**src/rtl/uart_defs_pkg.sv**
```systemverilog
// UART constants and rx FSM encoding, shared by packet_receiver and packet_sender.
package uart_defs;

  localparam int CLK_FREQ_HZ  = 12000000;
  localparam int DEFAULT_BAUD = 115200;
  // Truncating division gives 104 for 12 MHz / 115200.
  localparam int CLKS_PER_BIT = CLK_FREQ_HZ / DEFAULT_BAUD;

  typedef enum logic [1:0] {
    IDLE  = 2'd0,
    START = 2'd1,
    DATA  = 2'd2,
    STOP  = 2'd3
  } rx_state_t;

endpackage

```
**src/rtl/uart_rx_byte.sv**
```systemverilog
// 8N1 deserialiser: byte_strobe/frame_err pulse one cycle after the mid-stop-bit sample.
// No backpressure: the consumer must take the byte on byte_strobe.
module uart_rx_byte #(
  parameter int CLKS_PER_BIT = uart_defs::CLKS_PER_BIT
) (
  input  logic       clk,
  input  logic       rst_n,
  input  logic       rxd,
  output logic [7:0] rx_byte,
  output logic       byte_strobe,
  output logic       frame_err,
  output logic       in_flight
);
  import uart_defs::*;

  localparam int TW = $clog2(CLKS_PER_BIT);
  localparam logic [TW-1:0] HALF_M1 = TW'(CLKS_PER_BIT / 2 - 1);
  localparam logic [TW-1:0] FULL_M1 = TW'(CLKS_PER_BIT - 1);

  logic [1:0]    sync_q, sync_d;
  rx_state_t     state_q, state_d;
  logic [TW-1:0] timer_q, timer_d;
  logic [2:0]    bit_idx_q, bit_idx_d;
  logic [7:0]    data_q, data_d;
  logic          strobe_q, strobe_d;
  logic          ferr_q, ferr_d;
  logic          rxs;

  assign rxs = sync_q[1];

  always_ff @(posedge clk or negedge rst_n) begin
    if (!rst_n) begin
      sync_q    <= 2'b11;
      state_q   <= IDLE;
      timer_q   <= '0;
      bit_idx_q <= '0;
      data_q    <= '0;
      strobe_q  <= 1'b0;
      ferr_q    <= 1'b0;
    end else begin
      sync_q    <= sync_d;
      state_q   <= state_d;
      timer_q   <= timer_d;
      bit_idx_q <= bit_idx_d;
      data_q    <= data_d;
      strobe_q  <= strobe_d;
      ferr_q    <= ferr_d;
    end
  end

  always_comb begin
    sync_d    = {sync_q[0], rxd};
    state_d   = state_q;
    timer_d   = timer_q + 1'b1;
    bit_idx_d = bit_idx_q;
    data_d    = data_q;
    strobe_d  = 1'b0;
    ferr_d    = 1'b0;
    case (state_q)
      IDLE: begin
        timer_d = '0;
        if (!rxs) state_d = START;
      end
      START: begin
        if (timer_q == HALF_M1) begin
          timer_d   = '0;
          bit_idx_d = '0;
          state_d   = rxs ? IDLE : DATA;
        end
      end
      DATA: begin
        if (timer_q == FULL_M1) begin
          timer_d   = '0;
          data_d    = {rxs, data_q[7:1]};
          bit_idx_d = bit_idx_q + 1'b1;
          if (bit_idx_q == 3'd7) state_d = STOP;
        end
      end
      STOP: begin
        // Leave at mid-stop so a start edge half a bit later is still caught.
        if (timer_q == FULL_M1) begin
          timer_d  = '0;
          state_d  = IDLE;
          strobe_d = rxs;
          ferr_d   = !rxs;
        end
      end
      default: state_d = IDLE;
    endcase
  end

  assign rx_byte     = data_q;
  assign byte_strobe = strobe_q;
  assign frame_err   = ferr_q;
  // Includes the IDLE cycle that detects the start edge, so START entry is visible here.
  assign in_flight   = (state_q != IDLE) || !rxs;

endmodule

```
**src/rtl/packet_receiver.sv**
```systemverilog
// Assembles PACKET_SIZE UART bytes into one word; valid pulses two cycles after the last stop sample.
// No backpressure: packet holds until the next complete packet, partial packets dropped on error/timeout.
module packet_receiver #(
  parameter int          CLKS_PER_BIT = uart_defs::CLKS_PER_BIT,
  parameter logic [15:0] PACKET_SIZE  = 16'd15,
  parameter int          TIMEOUT_BITS = 20
) (
  input  logic                     clk,
  input  logic                     rst_n,
  input  logic                     rxd,
  output logic [8*PACKET_SIZE-1:0] packet,
  output logic                     valid,
  output logic                     busy,
  output logic                     frame_err,
  output logic                     timeout_err
);
  import uart_defs::*;

  localparam int PW        = 8 * int'(PACKET_SIZE);
  localparam int GAP_LIMIT = TIMEOUT_BITS * CLKS_PER_BIT;
  localparam int GW        = $clog2(GAP_LIMIT + 1);
  localparam logic [GW-1:0] GAP_TERM = GW'(GAP_LIMIT - 1);

  logic [7:0]    rx_byte;
  logic          byte_strobe;
  logic          in_flight;

  logic [PW-1:0] shreg_q, shreg_d;
  logic [PW-1:0] packet_q, packet_d;
  logic [15:0]   count_q, count_d;
  logic [GW-1:0] gap_q, gap_d;
  logic          valid_q, valid_d;
  logic          tout_q, tout_d;

  uart_rx_byte #(
    .CLKS_PER_BIT (CLKS_PER_BIT)
  ) u_rx (
    .clk         (clk),
    .rst_n       (rst_n),
    .rxd         (rxd),
    .rx_byte     (rx_byte),
    .byte_strobe (byte_strobe),
    .frame_err   (frame_err),
    .in_flight   (in_flight)
  );

  always_ff @(posedge clk or negedge rst_n) begin
    if (!rst_n) begin
      shreg_q  <= '0;
      packet_q <= '0;
      count_q  <= '0;
      gap_q    <= '0;
      valid_q  <= 1'b0;
      tout_q   <= 1'b0;
    end else begin
      shreg_q  <= shreg_d;
      packet_q <= packet_d;
      count_q  <= count_d;
      gap_q    <= gap_d;
      valid_q  <= valid_d;
      tout_q   <= tout_d;
    end
  end

  always_comb begin
    shreg_d  = shreg_q;
    packet_d = packet_q;
    count_d  = count_q;
    valid_d  = 1'b0;
    tout_d   = 1'b0;
    gap_d    = (in_flight || count_q == 16'd0) ? '0 : gap_q + 1'b1;
    if (byte_strobe) begin
      shreg_d = {shreg_q[PW-9:0], rx_byte};
      if (count_q == PACKET_SIZE - 16'd1) begin
        packet_d = shreg_d;
        valid_d  = 1'b1;
        count_d  = '0;
      end else begin
        count_d = count_q + 16'd1;
      end
    end else if (frame_err) begin
      count_d = '0;
    end else if (!in_flight && count_q != 16'd0 && gap_q == GAP_TERM) begin
      // in_flight covers START entry, so a coincident start edge suppresses the timeout.
      count_d = '0;
      gap_d   = '0;
      tout_d  = 1'b1;
    end
  end

  assign packet      = packet_q;
  assign valid       = valid_q;
  assign timeout_err = tout_q;
  assign busy        = (count_q != 16'd0) || in_flight || byte_strobe;

endmodule
```
**config.mk**
```make
export PLATFORM = sky130hd
export DESIGN_NAME = packet_receiver
export DESIGN_NICKNAME = d
export VERILOG_FILES = /design/src/rtl/uart_defs_pkg.sv /design/src/rtl/uart_rx_byte.sv /design/src/rtl/packet_receiver.sv
export SDC_FILE = /design/constraint.sdc
export NUM_CORES = 1
export LEC_CHECK = 0
export CAP_MARGIN = 20
export CELL_PAD_IN_SITES_DETAIL_PLACEMENT = 2
export CELL_PAD_IN_SITES_GLOBAL_PLACEMENT = 2
export CORE_ASPECT_RATIO = 0.6
export CORE_MARGIN = 1
export CORE_UTILIZATION = 25
export DETAILED_ROUTE_END_ITERATION = 8
export PLACE_DENSITY = 0.53
export SYNTH_ARGS = -nofsm -noshare
export SYNTH_HDL_FRONTEND = slang
export SYNTH_SLANG_ARGS = --single-unit
```
**constraint.sdc**
```tcl
create_clock -name clk -period 4.4 [get_ports clk]
set_clock_uncertainty 0.05 [all_clocks]
set_input_delay 0.88 -clock clk [delete_from_list [all_inputs] [get_ports clk]]
set_output_delay 0.88 -clock clk [all_outputs]
set_load 0.05 [all_outputs]
```
# Word-level counts from Yosys, hierarchy flattened
# Index checks and enable logic that the tools add are counted.
[word_totals]
regBits = 286
word_cells = 79
out_inout_bits = 124
in_bits = 3
[classes]
n_eq_ne = 13
n_reduce_logical = 19
muxes = 30
addsub = 4
[op_table]
columns = ["operator", "n"]
rows = [
  ["16-bit two-way mux", 4],
  ["12-bit two-way mux", 4],
  ["7-bit case mux with 3 select lines", 1],
  ["16-bit by 1-bit adder with 16-bit output, second input constant", 1],
  ["16-bit by 4-bit == test with 1-bit output, second input constant", 1],
  ["16-bit logical NOT", 1],
  ["16-bit nonzero test", 1],
  ["7-bit two-way mux", 2],
  ["12-bit by 1-bit adder with 12-bit output, second input constant", 1],
  ["12-bit == test, second input constant", 1],
  ["2-bit two-way mux", 6],
  ["1-bit two-way mux", 9],
  ["2-bit by 1-bit inequality test with 1-bit output, second input constant", 4],
  ["2-bit case mux with 4 select lines", 1],
  ["7-bit by 1-bit adder with 7-bit output, second input constant", 1],
  ["7-bit by 6-bit == test with 1-bit output, second input constant", 1],
  ["7-bit == test, second input constant", 1],
  ["3-bit two-way mux", 2],
  ["3-bit case mux with 2 select lines", 1],
  ["5-bit AND reduction", 1],
  ["2-bit == test, second input constant", 2],
  ["1-bit logical OR", 4],
  ["2-bit AND reduction", 2],
  ["2-bit nonzero test", 2],
  ["10 further kinds", 12],
]

# Longest topological paths before layout
[depth]
word_depth = 8
mapped_depth = 8

# Modules after synthesis
# A second synthesis with hierarchy kept.
[unflattened]
hier_cells = 757
hier_area_um2 = 11413.4
[by_module_without_submodules]
columns = ["mod", "n_inst", "area_each_um2", "cells_per_inst"]
rows = [
  ["packet_receiver", 1, 10264.8, 665],
  ["uart_rx_byte", 1, 1148.6, 92],
]

# Worst setup path after synthesis
# OpenSTA, ideal clock, no wires.
[synth_path]
path_type = "reg2out"
from = "reg count_q[4]"
to = "out busy"
path_stages_with_launch = 5
slack_ns = 1.397
t_required_ns = 3.470
t_arrival_ns = 2.073
path_buffers = 1
path_cell_list = "dfrtp_1 buf_2 or4_4 or3_4 or4_1"
[synth_between]
elab_chain_cells = 3
[synth_rtl]
columns = ["element", "line", "text"]
rows = [
  ["start, declared", "packet_receiver.sv:30", "logic [15:0] count_q, count_d;"],
  ["start signal, assigned", "packet_receiver.sv:58", "count_q <= count_d;"],
  ["16-bit nonzero test", "packet_receiver.sv:94", "assign busy = (count_q != 16'd0) || in_flight || byte_strobe;"],
  ["1-bit logical OR (2 in a row)", "packet_receiver.sv:94", ""],
  ["end, declared", "packet_receiver.sv:13", "output logic busy,"],
]
# Every way passes these cells.

# Worst setup path after layout
# Same ends and word-level chain as after synthesis.

==> results by group <==
Clock tree
  – Hold_buf cts: 0
  – Clock-pin slew on the worst setup and hold paths: ~60 ps
  – CTS resizes: 0
  – Cell chosen for the clock root: clkbuf_16
  – TritonCTS clock tree: built
  – Clk_lat worst skew: 570 ps
  – Clock Tree Buf Depth: 3
  – CTS buffer count: 30
  – Clk sinks: 286
  – H-tree levels: 1
  – Setup Buffers After CTS: 0

Routing
  – DRT iter0 DRCs: 250
  – Post-route DRC: 0
  – DRT Pass-1 Iters: 6
  – Via count: between 6k and 7k
  – Total routed wirelength: between 20,000 and 30,000 µm
  – Via density: ~4.4
  – Antenna Violating Nets Remaining: 0
  – Drt wl/cell: between 15 and 20 µm

Power and ir drop
  – Power Dens Cells: approximately 370 nW/µm²
  – Leak Pwr: about 6.7 nW
  – Maximum VDD drop: 0.244 mV
  – Total power: about 5.3 mW

Global route
  – Largest net degree at the start of global routing: between 90 and 100
  – Gr usage total: 0.122
  – Vias in the first global route: 7,258
  – Initial antenna violation count: 3
  – GR Overflow Total: 0
  – Global-route wire length before repair: roughly 44,000 µm

Yosys
  – Synth Register Bits: 286
  – Syn nets: between 700 and 800
  – Ys Warns: 0
  – Post-Synthesis Cells: ~760
  – Cell variety after synth: 50
  – Synthesized cell area: 11,300 µm²
  – Share of flip-flops with an asynchronous set or reset: 1.00
  – Mean area per synthesized cell: about 15 µm²
  – EDFF count, synth: 0
  – Register area share after synthesis: 0.632
  – Top_reg_cell synth: dfrtp_1

Critical path
  – Worst EP arrival: approximately 3200 ps
  – CP endpoint kind: primary output
  – CP Class: reg2out
  – Worst setup path end: busy
  – Critical path data required time: 3470 ps
  – Reg2reg start: count_q[4]
  – Setup crit start kind: flip-flop
  – Worst reg2reg path depth: 5
  – Worst reg2reg endpoint: packet[66]
  – CP Launch Point: count_q[4]
  – Reg-to-reg slack, setup: between 1500 and 2000 ps
  – CP max FO: 9

Floorplan
  – Die Footprint: about 46,000 µm²
  – Die H: between 150 and 200 µm
  – Cell Rows: 60
  – Num ports: between 100 and 150
  – Core area: approximately 45,000 µm²
  – Die span in x: 277 µm
  – Initial core utilization: 0.253

Timing
  – Tmin final: roughly 4100 ps
  – Final Slew Violations: 0
  – FMAX: approximately 0.24 GHz
  – # setup viols final: 0
  – Max-Slew Margin vs Limit: 0.317
  – Setup TNS: 0 ps
  – Worst-Margin Slew: about 1000 ps
  – Tcrit/Tclk final: 0.938
  – Final hold slack: ~310 ps
  – RSZ-0062 raised after global routing: no
  – Final Hold Fails: 0

Job
  – Max cap viols: 0

Finish
  – Reg area: about 7200 µm²
  – Commonest cells after routing, fill and taps aside: 283 x dfrtp_1, 151 x mux2_2, 125 x clkdlybuf4s50_1, 89 x mux2_1, 31 x clkbuf_16
  – Fillers: about 4.6k
  – Commonest non-fill, non-tap cell in the layout: dfrtp_1
  – Post-Route Utilization: 0.317
  – Area Overhead vs Synth: 25.3%
  – Share of cells above drive strength 1: 0.244
  – Multi-input gate area: 3850 µm²
  – Layout Nets: ~900

Outcome
  – Status: finished, final reports clean

Hold path
  – HP Class: in2async

Placement
  – I/O Buffers: about 130
  – GPL Wtd Cong: between 0.7 and 0.8
  – Post-DP HPWL: 17,600 µm
-- cell families (layout without fill, tap and decap cells) --
family / Yosys count / after routing / synth area share
AND/OR/NAND/NOR: 118 / 118 / 0.0594
buffers and inverters: 51 / 204 / 0.0285
multiplexers: 240 / 240 / 0.238
flip-flops: 286 / 286 / 0.632
XOR/XNOR: 13 / 13 / 0.0100
adder cells (fa/ha/maj): 7 / 7 / 0.00773
AO/OA/AOI/OAI: 42 / 42 / 0.0244
other: 0 / 1 / 0
-- flip-flops by register name, indices dropped and copies added, names as in the netlist, 2 cells and up, named ones only --
register,flops
u_rx.rx_byte,8
u_rx.bit_idx_q,3
u_rx.sync_q,2
shreg_q,112
packet,120
count_q,16
gap_q,12
u_rx.timer_q,7
-- cell usage after synthesis (2+ instances only) --
| cell | number | area share |
|---|---|---|
| xnor2_1 | 5 | 0.0039 |
| buf_2 | 6 | 0.0026 |
| mux2_1 | 89 | 0.088 |
| nor4_1 | 3 | 0.0017 |
| inv_1 | 14 | 0.0046 |
| a31oi_1 | 5 | 0.0028 |
| nand3_1 | 15 | 0.0066 |
| or4b_2 | 2 | 0.0018 |
| nor4bb_1 | 2 | 0.0018 |
| ha_1 | 7 | 0.0077 |
| dfrtp_1 | 284 | 0.63 |
| and2_1 | 2 | 0.0011 |
| mux2_2 | 151 | 0.15 |
| o31a_1 | 2 | 0.0015 |
| and3_1 | 9 | 0.0050 |
| and4_1 | 4 | 0.0031 |
| o21ai_0 | 16 | 0.0071 |
| nor2_1 | 29 | 0.0096 |
| a21oi_1 | 5 | 0.0022 |
| xor2_1 | 8 | 0.0062 |
| o21a_1 | 3 | 0.0020 |
| dfstp_2 | 2 | 0.0046 |
| nor3_1 | 7 | 0.0031 |
| buf_8 | 10 | 0.013 |
| clkbuf_1 | 14 | 0.0046 |
| buf_4 | 3 | 0.0020 |
| a221o_1 | 5 | 0.0044 |
| nand2_1 | 12 | 0.0040 |
| nor3b_1 | 4 | 0.0026 |
| buf_1 | 4 | 0.0013 |
| or4_1 | 5 | 0.0033 |
| nand4_1 | 12 | 0.0066 |
-- power breakdown --
| group | switching [mW] | internal (mW) |
|---|---|---|
| clock network | 1.11 | 1.49 |
| logic | 0.0533 | 0.00771 |
| registers | 0.000715 | 2.63 |
-- layer usage --
metal	share of wire	global-route usage	vias up	wire length, µm
met5	0	0	-	0
met4	0.021	0.0271	0	574
met3	0.058	0.0345	44	1570
met2	0.43	0.178	101	11700
met1	0.49	0.177	3485	13400
li1	-	-	2973	-
-- worst min-delay path by stage --
stage                            endpoint  slack [ps]  cells past startpoint
after floorplan            u_rx.sync_q[1]         300                      0
after global placement     u_rx.sync_q[1]         310                      0
after detailed placement   u_rx.sync_q[1]         310                      0
after CTS                  u_rx.sync_q[1]         310                      0
after global routing       u_rx.sync_q[1]         320                      0
final                     u_rx.timer_q[3]         310                      1
-- metrics by stage --
| stage | std cells | area [µm²] | worst slack [ps] |
|---|---|---|---|
| detailed placement | 1443 | 13200 | 849 |
| global placement | 1443 | 13200 | 867 |
| floorplan | 757 | 11300 | 1400 |
| global route | 1499 | 14200 | 173 |
| CTS | 1499 | 14200 | 213 |
| finish | 1500 | 14200 | 273 |
-- critical path: stages, from the launching register on --
cell	delay [ps]
dfrtp_1	470
or4_4	570
or3_4	420
or4_1	440
clkdlybuf4s50_1	730
-- layout make-up --
cell class,count,share of cell area
well taps,589,0.0519
repair buffers,134,0.0969
diodes,1,0.000176
clock buffers,44,0.0637
clock inverters,12,0.00767
flip-flops and latches,286,0.504
inverters,14,0.00370
multi-input cells,420,0.271
No activity file was read; power rests on OpenSTA's default activity.
